`src/rtl/tdm_demux18.sv`:
```
// tdm_demux18 -- receiving end of an 8:1 time-division serial link.
//
// A serial stream carries eight channel bits per frame. A frame marker
// (sync) is high together with the slot-0 bit. The block hunts for that
// marker, then tracks slots with a 3-bit counter. It collects each frame
// into a staging buffer and publishes the complete frame on y, together
// with a one-cycle frame_valid strobe.
//
// Parameters:
//   SYNC_LOSS   number of consecutive missing markers that drops lock (1..3)
//
// Ports:
//   clk         system clock, rising edge
//   rst_n       asynchronous active-low reset
//   en          sample enable; din/sync are ignored when low
//   din         serial data bit for the current slot
//   sync        frame marker, expected with the slot-0 bit
//   y[7:0]      channel bits of the last complete frame (registered)
//   s[2:0]      slot index the next enabled bit is written to
//   frame_valid one-cycle pulse when y has just been updated
//   locked      high while frame-locked
//   sync_err    one-cycle pulse on a missing or misplaced marker while locked
module tdm_demux18 #(
    parameter int SYNC_LOSS = 2
) (
    input  logic       clk,
    input  logic       rst_n,
    input  logic       en,
    input  logic       din,
    input  logic       sync,
    output logic [7:0] y,
    output logic [2:0] s,
    output logic       frame_valid,
    output logic       locked,
    output logic       sync_err
);

    typedef enum logic {
        HUNT = 1'b0,
        LOCK = 1'b1
    } state_t;

    state_t     state, state_nx;
    logic [2:0] s_nx;
    logic [7:0] frame_buf, frame_buf_nx;
    logic [7:0] y_nx;
    logic [1:0] miss, miss_nx;
    logic [1:0] miss_inc;
    logic       fv_nx;
    logic       err_nx;
    logic       miss_limit;

    // Saturating increment of the missing-marker counter.
    assign miss_inc   = (miss == 2'd3) ? 2'd3 : miss + 2'd1;
    assign miss_limit = (int'(miss_inc) >= SYNC_LOSS);

    // State register plus datapath registers. The strobes are recomputed
    // every cycle, so they are low whenever en is low.
    always_ff @(posedge clk or negedge rst_n) begin
        if (!rst_n) begin
            state       <= HUNT;
            s           <= 3'd0;
            frame_buf   <= 8'h00;
            y           <= 8'h00;
            miss        <= 2'd0;
            frame_valid <= 1'b0;
            sync_err    <= 1'b0;
        end else begin
            state       <= state_nx;
            s           <= s_nx;
            frame_buf   <= frame_buf_nx;
            y           <= y_nx;
            miss        <= miss_nx;
            frame_valid <= fv_nx;
            sync_err    <= err_nx;
        end
    end

    // Next-state and datapath logic. The defaults hold everything, which
    // covers en=0 and the HUNT cycles that discard their bit.
    always_comb begin
        state_nx     = state;
        s_nx         = s;
        frame_buf_nx = frame_buf;
        y_nx         = y;
        miss_nx      = miss;
        fv_nx        = 1'b0;
        err_nx       = 1'b0;

        if (en) begin
            unique case (state)
                HUNT: begin
                    if (sync) begin
                        frame_buf_nx = {7'b0, din};
                        s_nx         = 3'd1;
                        miss_nx      = 2'd0;
                        state_nx     = LOCK;
                    end
                end

                LOCK: begin
                    if (sync && (s != 3'd0)) begin
                        // Misplaced marker: restart the frame on this bit.
                        // This also wins at s==7, so the partial frame is
                        // never published.
                        frame_buf_nx = {7'b0, din};
                        s_nx         = 3'd1;
                        miss_nx      = 2'd0;
                        err_nx       = 1'b1;
                    end else if ((s == 3'd0) && !sync) begin
                        // Missing marker. Either flywheel through it or give up.
                        err_nx  = 1'b1;
                        miss_nx = miss_inc;
                        if (miss_limit) begin
                            state_nx     = HUNT;
                            s_nx         = 3'd0;
                            frame_buf_nx = 8'h00;
                        end else begin
                            frame_buf_nx = {7'b0, din};
                            s_nx         = 3'd1;
                        end
                    end else begin
                        if (s == 3'd0) begin
                            miss_nx = 2'd0;
                        end
                        frame_buf_nx[s] = din;
                        s_nx            = s + 3'd1;
                        if (s == 3'd7) begin
                            // The slot-7 bit bypasses the buffer, so y updates
                            // on the same edge that samples it.
                            y_nx  = {din, frame_buf[6:0]};
                            fv_nx = 1'b1;
                        end
                    end
                end

                default: begin
                    state_nx = HUNT;
                end
            endcase
        end
    end

    assign locked = (state == LOCK);

endmodule

```
`config.mk`:
```
export PLATFORM = sky130hd
export DESIGN_NAME = tdm_demux18
export DESIGN_NICKNAME = d
export VERILOG_FILES = /design/src/rtl/tdm_demux18.sv
export SDC_FILE = /design/constraint.sdc
export NUM_CORES = 1
export LEC_CHECK = 0
export ABC_AREA = 1
export CAP_MARGIN = 25
export CORE_MARGIN = 3
export CORE_UTILIZATION = 30
export CTS_CLUSTER_DIAMETER = 150
export DETAILED_ROUTE_END_ITERATION = 6
export PLACE_DENSITY_LB_ADDON = 0.1
export SETUP_SLACK_MARGIN = 0.4
export SLEW_MARGIN = 20
export SYNTH_ARGS = -nofsm -noshare
export SYNTH_HDL_FRONTEND = slang
export SYNTH_SLANG_ARGS = --single-unit
```
`constraint.sdc`:
```
create_clock -name clk -period 4.2 [get_ports clk]
set_clock_uncertainty 0.1 [all_clocks]
set_input_delay 0.63 -clock clk [delete_from_list [all_inputs] [get_ports clk]]
set_output_delay 0.63 -clock clk [all_outputs]
set_load 0.005 [all_outputs]
```
==> results of run 1 <==
==> cell usage after synthesis, drive strengths merged (2+ instances only) <==
library cell | instances | area share [%]
ha | 6 | 6.5
buf | 2 | 1.6
a21oi | 8 | 3.4
nand3 | 12 | 5.2
nand3b | 3 | 1.9
inv | 15 | 4.8
nand2 | 33 | 11
o21ai | 15 | 6.5
nor2 | 19 | 7.2
dfrtp | 23 | 50
nor3 | 2 | 0.86
==> state kept, by name (all words and copies together), names as in the netlist <==
signal	cells
s	3
locked	1
frame_valid	1
sync_err	1
miss	2
frame_buf	7
y	8
==> routing by layer <==
metal / up-vias / share of wire (%) / global-route usage [%]
li1: 497 / - / -
met1: 451 / 50 / 17.4
met2: 34 / 44 / 18.9
met3: 5 / 5.5 / 3.61
met4: 0 / 0.70 / 3.72
met5: - / 0 / 0
==> kinds of logic after synthesis <==
group	count (synthesis)	synth area share [%]
flip-flops	23	49.6
AO/OA/AOI/OAI	25	11.2
AND/OR/NAND/NOR	69	26.3
adder cells (fa/ha/maj)	6	6.47
buffers and inverters	17	6.47
==> worst max-delay path, cell delays in order, from the launching register on <==
cell,delay [ns]
dfrtp_1,0.47
inv_1,0.17
ha_1,0.17
inv_1,0.04
nor2_1,0.19
inv_1,0.09
ha_1,0.21
inv_1,0.11
nand2_1,0.09
nor2_1,0.28
nand2_1,0.13
nand2_1,0.11
o21ai_0,0.08
==> stage by stage <==
step,hold slack (ns),power (uW),instance area [sq um],instances
finish,0.385,843,1450,207
global route,0.396,929,1450,207
CTS,0.385,853,1450,207
detailed placement,0.363,708,1410,203
global placement,0.364,702,1380,202
floorplan,0.234,554,1160,140
==> power groups by stage <==
stage               logic, uW  registers (uW)  clock network [uW]
floorplan                 219             335                   0
CTS                       370             337                 146
detailed placement        367             341                   0
global route              420             350                 159
global placement          361             341                   0
finish                    366             336                 140
==> final cells by class <==
class | instances | area [sq um] | share of cell area (%)
flip-flops and latches | 23 | 576 | 39.6
multi-input cells | 100 | 510 | 35.1
repair buffers | 19 | 208 | 14.3
well taps | 46 | 57.6 | 3.96
inverters | 15 | 56.3 | 3.87
clock buffers | 3 | 41.3 | 2.84
clock inverters | 1 | 5.00 | 0.344
==> worst paths after layout <==
path                              startpoint  slack (ns)  depth (start not counted)      endpoint
worst max-delay path                    s[0]        1.85                         12       miss[0]
worst min register to register  frame_buf[5]        0.38                          2  frame_buf[5]
min in group asynchronous              rst_n        0.60                          1       miss[0]
worst min-delay path            frame_buf[5]        0.38                          2  frame_buf[5]
max in group asynchronous              rst_n        2.96                          2  frame_buf[1]
worst max register to register          s[0]        1.85                         12       miss[0]
==> impl_metrics.json, run 1 <==
{
  "status": "finished clean",
  "die-area_sq_um": 4650,
  "cap_violations": 0,
  "fin_setup_tns_ns": 0,
  "tightest_slew_ns": 0.529,
  "switching_power_uw": 328,
  "cts_tree": "built",
  "clockBufferDepth": 2,
  "core.rowCount": 21,
  "critical_path_peak_fanout": 8,
  "drc_errors": 0,
  "syn2layout_area_growth_pct": 25.2,
  "cts_htree_levels": 1,
  "finalWeightedCongestion": 0.856,
  "ys_ff_latch": 23,
  "synth-edff-count": 0,
  "layout_setup_ws_ns": 1.85,
  "syn_area_per_cell_sq_um": 8.29,
  "worstPathRequired_ns": 4.25,
  "drt_iter0_markers": 50,
  "drive_above_1_share_pct": 6.21,
  "grt_pass1_vias": 932,
  "cts_made_buffers": 3,
  "final_hold_viol_count": 0,
  "ctsHoldBuffers": 0,
  "ys_seq_area_share_pct": 49.6,
  "io_pins": 19,
  "cts_resized": 0,
  "critPathArrivalTime_ns": 2.41,
  "end_kind": "flip-flop",
  "setup.worst_path.class": "flip-flop to flip-flop",
  "ant_nets": 0,
  "dp_hpwl_mm": 1.94,
  "finalSetupViolCount": 0,
  "final_core_util_pct": 41.3,
  "powerDensity_nw_per_um2": 580,
  "seq_power_share_pct": 39.9,
  "die_h_um": 68.2,
  "num_antenna_cells": 0,
  "syn_inst": 140,
  "rsz0062_at_grt": "no",
  "post-cts-setup-buffers": 0,
  "cts_sinks": 23,
  "cp-start-kind": "flip-flop",
  "cts-root-buf": "clkbuf_8",
  "final_cell_mix": "nand2_1 (31), dfrtp_1 (23), clkdlybuf4s50_1 (18)",
  "synth.distinct_cells": 17,
  "slew_violations": 0,
  "vias": 987,
  "grt_max_degree": 18,
  "min_period_over_period_pct": 56.0,
  "overflow": 0,
  "path_clk_slew_ns": 0.08,
  "pre_cts_slack_ns": 1.75,
  "die_w_um": 68.2,
  "portBuffers": 18,
  "nets": 173,
  "wl_per_cell_um": 12.5,
  "fmax_ghz": 0.425,
  "peakVddDrop_mv": 0.296,
  "antenna_found_initial": 0,
  "yosys_most_used_dff": "dfrtp_1",
  "p_leak_uw": 0.000703,
  "clk-insertion-delay-late_ns": 0.27,
  "vias_per_cell": 4.77,
  "synth_nets": 151,
  "comb_power_share_pct": 43.5,
  "power.share.clock_pct": 16.6,
  "yosys_warnings": 0,
  "core_area_sq_um": 3520,
  "post-route-min-period_ns": 2.35,
  "start_util_pct": 33.0,
  "p_int_uw": 515,
  "drt_wl_total_mm": 2.58,
  "synthArstFlopShare_pct": 100,
  "track_usage_pct": 12.5,
  "p_sw_share_pct": 38.9,
  "grt_pass1_wl_mm": 4.37,
  "drt_first_pass_iters": 4,
  "syn_area_sq_um": 1160,
  "hold_path.class": "flip-flop to flip-flop",
  "slew_headroom_pct": 64.3,
  "final_common_cell": "nand2_1",
  "fillers": 363
}
Power figures use the tool's default switching activity.
==> run 2: changes to the inputs <==
==> constraint.sdc (replaced) <==
create_clock -name clk -period 2.3 [get_ports clk]
set_clock_uncertainty 0.1 [all_clocks]
set_input_delay 0.345 -clock clk [delete_from_list [all_inputs] [get_ports clk]]
set_output_delay 0.345 -clock clk [all_outputs]
set_load 0.005 [all_outputs]
==> impl_metrics.json, run 2 (same netlist as run 1, synthesis figures left out) <==
{
  "grt_max_degree": 24,
  "fin_area_sq_um": 1600,
  "drt_first_pass_iters": 4,
  "cts-root-buf": "clkbuf_8",
  "overflow": 0,
  "portBuffers": 18,
  "drt_iter0_markers": 55,
  "cap_violations": 0,
  "final-seq-area_sq_um": 576,
  "p_leak_uw": 0.000750,
  "die-area_sq_um": 4650,
  "io_pins": 19,
  "die_w_um": 68.2,
  "cts_made_buffers": 3,
  "tightest_slew_ns": 0.485,
  "hold_path.class": "input pin to asynchronous set/reset pin",
  "drc_errors": 0,
  "clockBufferDepth": 2,
  "grt_pass1_wl_mm": 4.78,
  "switching_power_uw": 712,
  "rsz0062_at_grt": "yes",
  "top_regs": "y x8, frame_buf x7, s x3",
  "powerDensity_nw_per_um2": 1140,
  "power.share.clock_pct": 14.1,
  "fin_cells": 217,
  "fmax_ghz": 0.548,
  "track_usage_pct": 13.8,
  "top_register": "y",
  "core_area_sq_um": 3520,
  "nets": 183,
  "syn2layout_area_growth_pct": 37.6,
  "cts_sinks": 23,
  "core.rowCount": 21,
  "path_clk_slew_ns": 0.08,
  "drt_wl_total_mm": 2.84,
  "comb_power_share_pct": 52.9,
  "die_h_um": 68.2,
  "status": "finished clean",
  "num_antenna_cells": 0,
  "finalSetupViolCount": 0,
  "start_util_pct": 33.0,
  "fillers": 369,
  "slew_headroom_pct": 67.3,
  "critPathArrivalTime_ns": 1.87,
  "worstPathRequired_ns": 2.34,
  "wl_per_cell_um": 13.1,
  "ant_nets": 0,
  "peakVddDrop_mv": 0.697,
  "cp-start-kind": "flip-flop",
  "total_power_uw": 1820,
  "fin_setup_tns_ns": 0,
  "min_period_over_period_pct": 79.4,
  "dp_hpwl_mm": 2.02,
  "drive_above_1_share_pct": 22.2,
  "clk-insertion-delay-late_ns": 0.26,
  "cts_tree": "built",
  "cts_htree_levels": 1,
  "final_cell_mix": "nand2_1 (27), dfrtp_1 (23), clkdlybuf4s50_1 (18)",
  "slew_violations": 0,
  "post-place-cells": 205,
  "multi_input_area_sq_um": 594,
  "p_int_uw": 1100,
  "placed_area_sq_um": 1410,
  "setup.worst_path.class": "flip-flop to flip-flop",
  "finalWeightedCongestion": 0.802,
  "end_kind": "flip-flop",
  "post-route-min-period_ns": 1.83,
  "seq_power_share_pct": 33.0,
  "critical_path_peak_fanout": 3,
  "vias": 1042,
  "final_hold_viol_count": 0,
  "grt_pass1_vias": 994,
  "p_sw_share_pct": 39.2,
  "largest_reg_flops": 8,
  "antenna_found_initial": 0,
  "ctsHoldBuffers": 0,
  "final_common_cell": "nand2_1",
  "vias_per_cell": 4.80
}
## run 2: changes by cell type in the layout (fill, tap and decap cells not counted), moves of 3 or more
cell     previous run  this run
o21ai_0            15        11
nor2_4              1         6
inv_1              15        10
nor2_1             16        10
inv_2               0         5
nand2_1            31        27
buf_4               0         9
ha_1                6         3
o21ai_1             0         4
## run 2: through the flow
stage / setup WS [ns] / hold WS [ns] / utilization (%)
2_1_floorplan: 0.432 / -0.0506 / -
3_3_place_gp: 0.215 / 0.358 / 39.9
3_5_place_dp: 0.0849 / 0.361 / 39.9
4_1_cts: 0.346 / 0.335 / 42.8
5_1_grt: 0.376 / 0.347 / 45.4
6_report: 0.474 / 0.325 / 45.4
## run 2: cell type report
type | count | area share [%]
multi-input combinational | 101 | 37.2
tap | 46 | 3.60
sequential | 23 | 36.0
timing repair buffer | 28 | 16.8
clock buffer | 3 | 2.58
inverter | 15 | 3.52
clock inverter | 1 | 0.313
## run 2: power groups by stage
stage	Sequential [uW]	Clock [uW]	Combinational, uW
4_1_cts	599	265	827
6_report	600	256	961
3_5_place_dp	603	0	729
2_1_floorplan	612	0	405
3_3_place_gp	600	0	717
5_1_grt	618	284	1080
## run 2: path summary, 6_finish.rpt
path / from / to / slack [ns] / cells past startpoint
worst max-delay path: s[1] / s[0] / 0.47 / 12
worst min-delay path: rst_n / locked / 0.32 / 2
worst max register to register: s[1] / s[0] / 0.47 / 12
worst min register to register: frame_buf[5] / frame_buf[5] / 0.38 / 2
max in group asynchronous: rst_n / frame_buf[2] / 1.54 / 2
min in group clk: frame_buf[5] / frame_buf[5] / 0.38 / 2
## run 2: critical path: stages (launching register included)
cell     delay (ns)
dfrtp_1        0.40
inv_2          0.06
ha_2           0.16
inv_2          0.04
nor2_4         0.10
inv_1          0.07
ha_2           0.20
inv_2          0.09
nand3_1        0.08
nor2_2         0.19
nor2_2         0.06
nand2_1        0.06
o21ai_0        0.09
## run 2: routing by layer
metal,GRT usage [%],share of wire (%),vias to the layer above
met5,0,0,-
met4,3.47,0.60,0
met3,4.27,3.8,2
met2,21.5,47,18
met1,18.6,48,505
li1,-,-,517
## run 2: timing repair
item	CTS	global route
endpoints found under the hold margin	0	0
buffers inserted	4	3
pin swaps	2	8
cloned	0	1
resized for setup	10	18
endpoints found under the setup margin	20	20
==> run 3: changes to the inputs <==
==> constraint.sdc (replaced) <==
create_clock -name clk -period 1.9 [get_ports clk]
set_clock_uncertainty 0.1 [all_clocks]
set_input_delay 0.285 -clock clk [delete_from_list [all_inputs] [get_ports clk]]
set_output_delay 0.285 -clock clk [all_outputs]
set_load 0.005 [all_outputs]
==> impl_metrics.json, run 3 (same netlist as run 1, synthesis figures left out) <==
{
  "status": "finished clean",
  "post-route-min-period_ns": 1.72,
  "final_core_util_pct": 52.6,
  "min_period_over_period_pct": 90.4,
  "start_util_pct": 33.0,
  "drt_first_pass_iters": 4,
  "post-place-cells": 210,
  "core_area_sq_um": 3520,
  "syn2layout_area_growth_pct": 59.4,
  "drive_above_1_share_pct": 36.8,
  "peakVddDrop_mv": 0.656,
  "finalWeightedCongestion": 0.816,
  "final_common_cell": "nand2_1",
  "slew_violations": 0,
  "end_kind": "flip-flop",
  "top_register": "y",
  "track_usage_pct": 14.9,
  "grt_pass1_vias": 1110,
  "top_regs": "y x8, frame_buf x7, s x3",
  "nets": 202,
  "p_leak_uw": 0.000980,
  "rsz0062_at_grt": "yes",
  "path_clk_slew_ns": 0.09,
  "setup.worst_path.class": "flip-flop to flip-flop",
  "critical_path_peak_fanout": 3,
  "fin_cells": 236,
  "portBuffers": 18,
  "io_pins": 19,
  "rr_endpoint": "miss[0]",
  "fillers": 367,
  "cts_made_buffers": 3,
  "cts_sinks": 23,
  "placed_area_sq_um": 1510,
  "drc_errors": 0,
  "final_cell_mix": "nand2_1 (26), buf_4 (25), dfrtp_1 (20)",
  "whs_ns": 0.266,
  "slew_headroom_pct": 77.3,
  "die_h_um": 68.2,
  "grt_max_degree": 24,
  "antenna_found_initial": 0,
  "grt_pass1_wl_mm": 5.18,
  "tightest_slew_ns": 0.340,
  "fin_setup_tns_ns": 0,
  "hold_path.class": "input pin to asynchronous set/reset pin",
  "ant_nets": 0,
  "drt_wl_total_mm": 3.09,
  "core.rowCount": 21,
  "powerDensity_nw_per_um2": 1350,
  "dp_hpwl_mm": 2.02,
  "cts-root-buf": "clkbuf_8",
  "clockBufferDepth": 2,
  "cts_tree": "built",
  "fin_area_sq_um": 1850,
  "r2r-start": "s[0]",
  "largest_reg_flops": 8,
  "num_antenna_cells": 0,
  "critPathArrivalTime_ns": 1.81,
  "reg2reg_slack_ns": 0.18,
  "vias": 1113,
  "final_hold_viol_count": 0,
  "wl_per_cell_um": 13.1,
  "cap_violations": 0,
  "fmax_ghz": 0.582,
  "worstRegToRegCells": 13,
  "drt_iter0_markers": 33,
  "die-area_sq_um": 4650,
  "cts_htree_levels": 1,
  "worstPathRequired_ns": 1.99,
  "overflow": 0,
  "finalSetupViolCount": 0,
  "clk-insertion-delay-late_ns": 0.26,
  "vias_per_cell": 4.72,
  "die_w_um": 68.2,
  "cp-start-kind": "flip-flop"
}
[run 3: cell types whose count changed in the layout (fill, tap and decap cells not counted), moves of 3 or more]
cell             before  now
o21ai_2               0    4
buf_6                 0    4
ha_4                  1    4
o21ai_1               4    8
o21ai_0              11    3
dlygate4sd2_1         0    7
dlymetal6s2s_1        0    7
buf_4                 9   25
inv_4                 0    3
dfrtp_2               0    3
clkdlybuf4s50_1      18    4
dfrtp_1              23   20
[run 3: how the worst max path moves through the flow]
stage	startpoint	to	slack [ns]	depth (start not counted)
after floorplan	s[1]	y[1]	0.19	10
after global placement	sync	y[7]	0.08	7
after detailed placement	sync	y[1]	0.002	7
after CTS	s[0]	frame_buf[3]	0.17	11
after global routing	s[0]	frame_buf[6]	0.08	11
final	s[0]	miss[0]	0.18	13
[run 3: repair_timing]
action | 4_1_cts | 5_1_grt
hold buffers | 0 | 0
buffers inserted | 20 | 1
gates cloned | 1 | 0
pin swaps | 13 | 9
resized for setup | 35 | 16
endpoints found under the setup margin | 33 | 30
hold endpoints to repair | 0 | 0
[run 3: cell type report]
type                       instances  area (sq um)  area share, %
multi-input combinational        101           683           36.9
sequential                        23           579           31.3
timing repair buffer              47           422           22.8
inverter                          15          63.8           3.45
tap                               46          57.6           3.11
clock buffer                       4          45.0           2.43
[run 3: per-layer routing]
metal  wire (um)  GRT usage (%)  up-vias
li1            -              -      557
met1        1370           19.3      537
met2        1600           25.6       17
met3          94           2.96        2
met4          19           2.98        0
met5           0              0        -
[run 3: report_power, final]
| group | switching [uW] | internal [uW] | total [uW] |
|---|---|---|---|
| registers | 83.4 | 634 | 717 |
| logic | 750 | 721 | 1470 |
| clock network | 159 | 150 | 308 |
[run 3: through the flow]
stage / worst slack [ns] / total power (uW)
finish: 0.182 / 2500
global route: 0.0792 / 2680
CTS: 0.174 / 2410
detailed placement: 0.00158 / 1780
global placement: 0.0751 / 1760
floorplan: 0.190 / 1360
[run 3: worst max-delay path, stage by stage, from the launching register on]
cell     delay, ns
dfrtp_2       0.44
inv_4         0.07
ha_4          0.13
inv_4         0.03
nor2_4        0.10
inv_2         0.06
ha_4          0.17
inv_4         0.08
nand2_4       0.07
nor2_4        0.11
nand2_2       0.08
nand2_2       0.08
nand2_1       0.05
o21ai_1       0.07
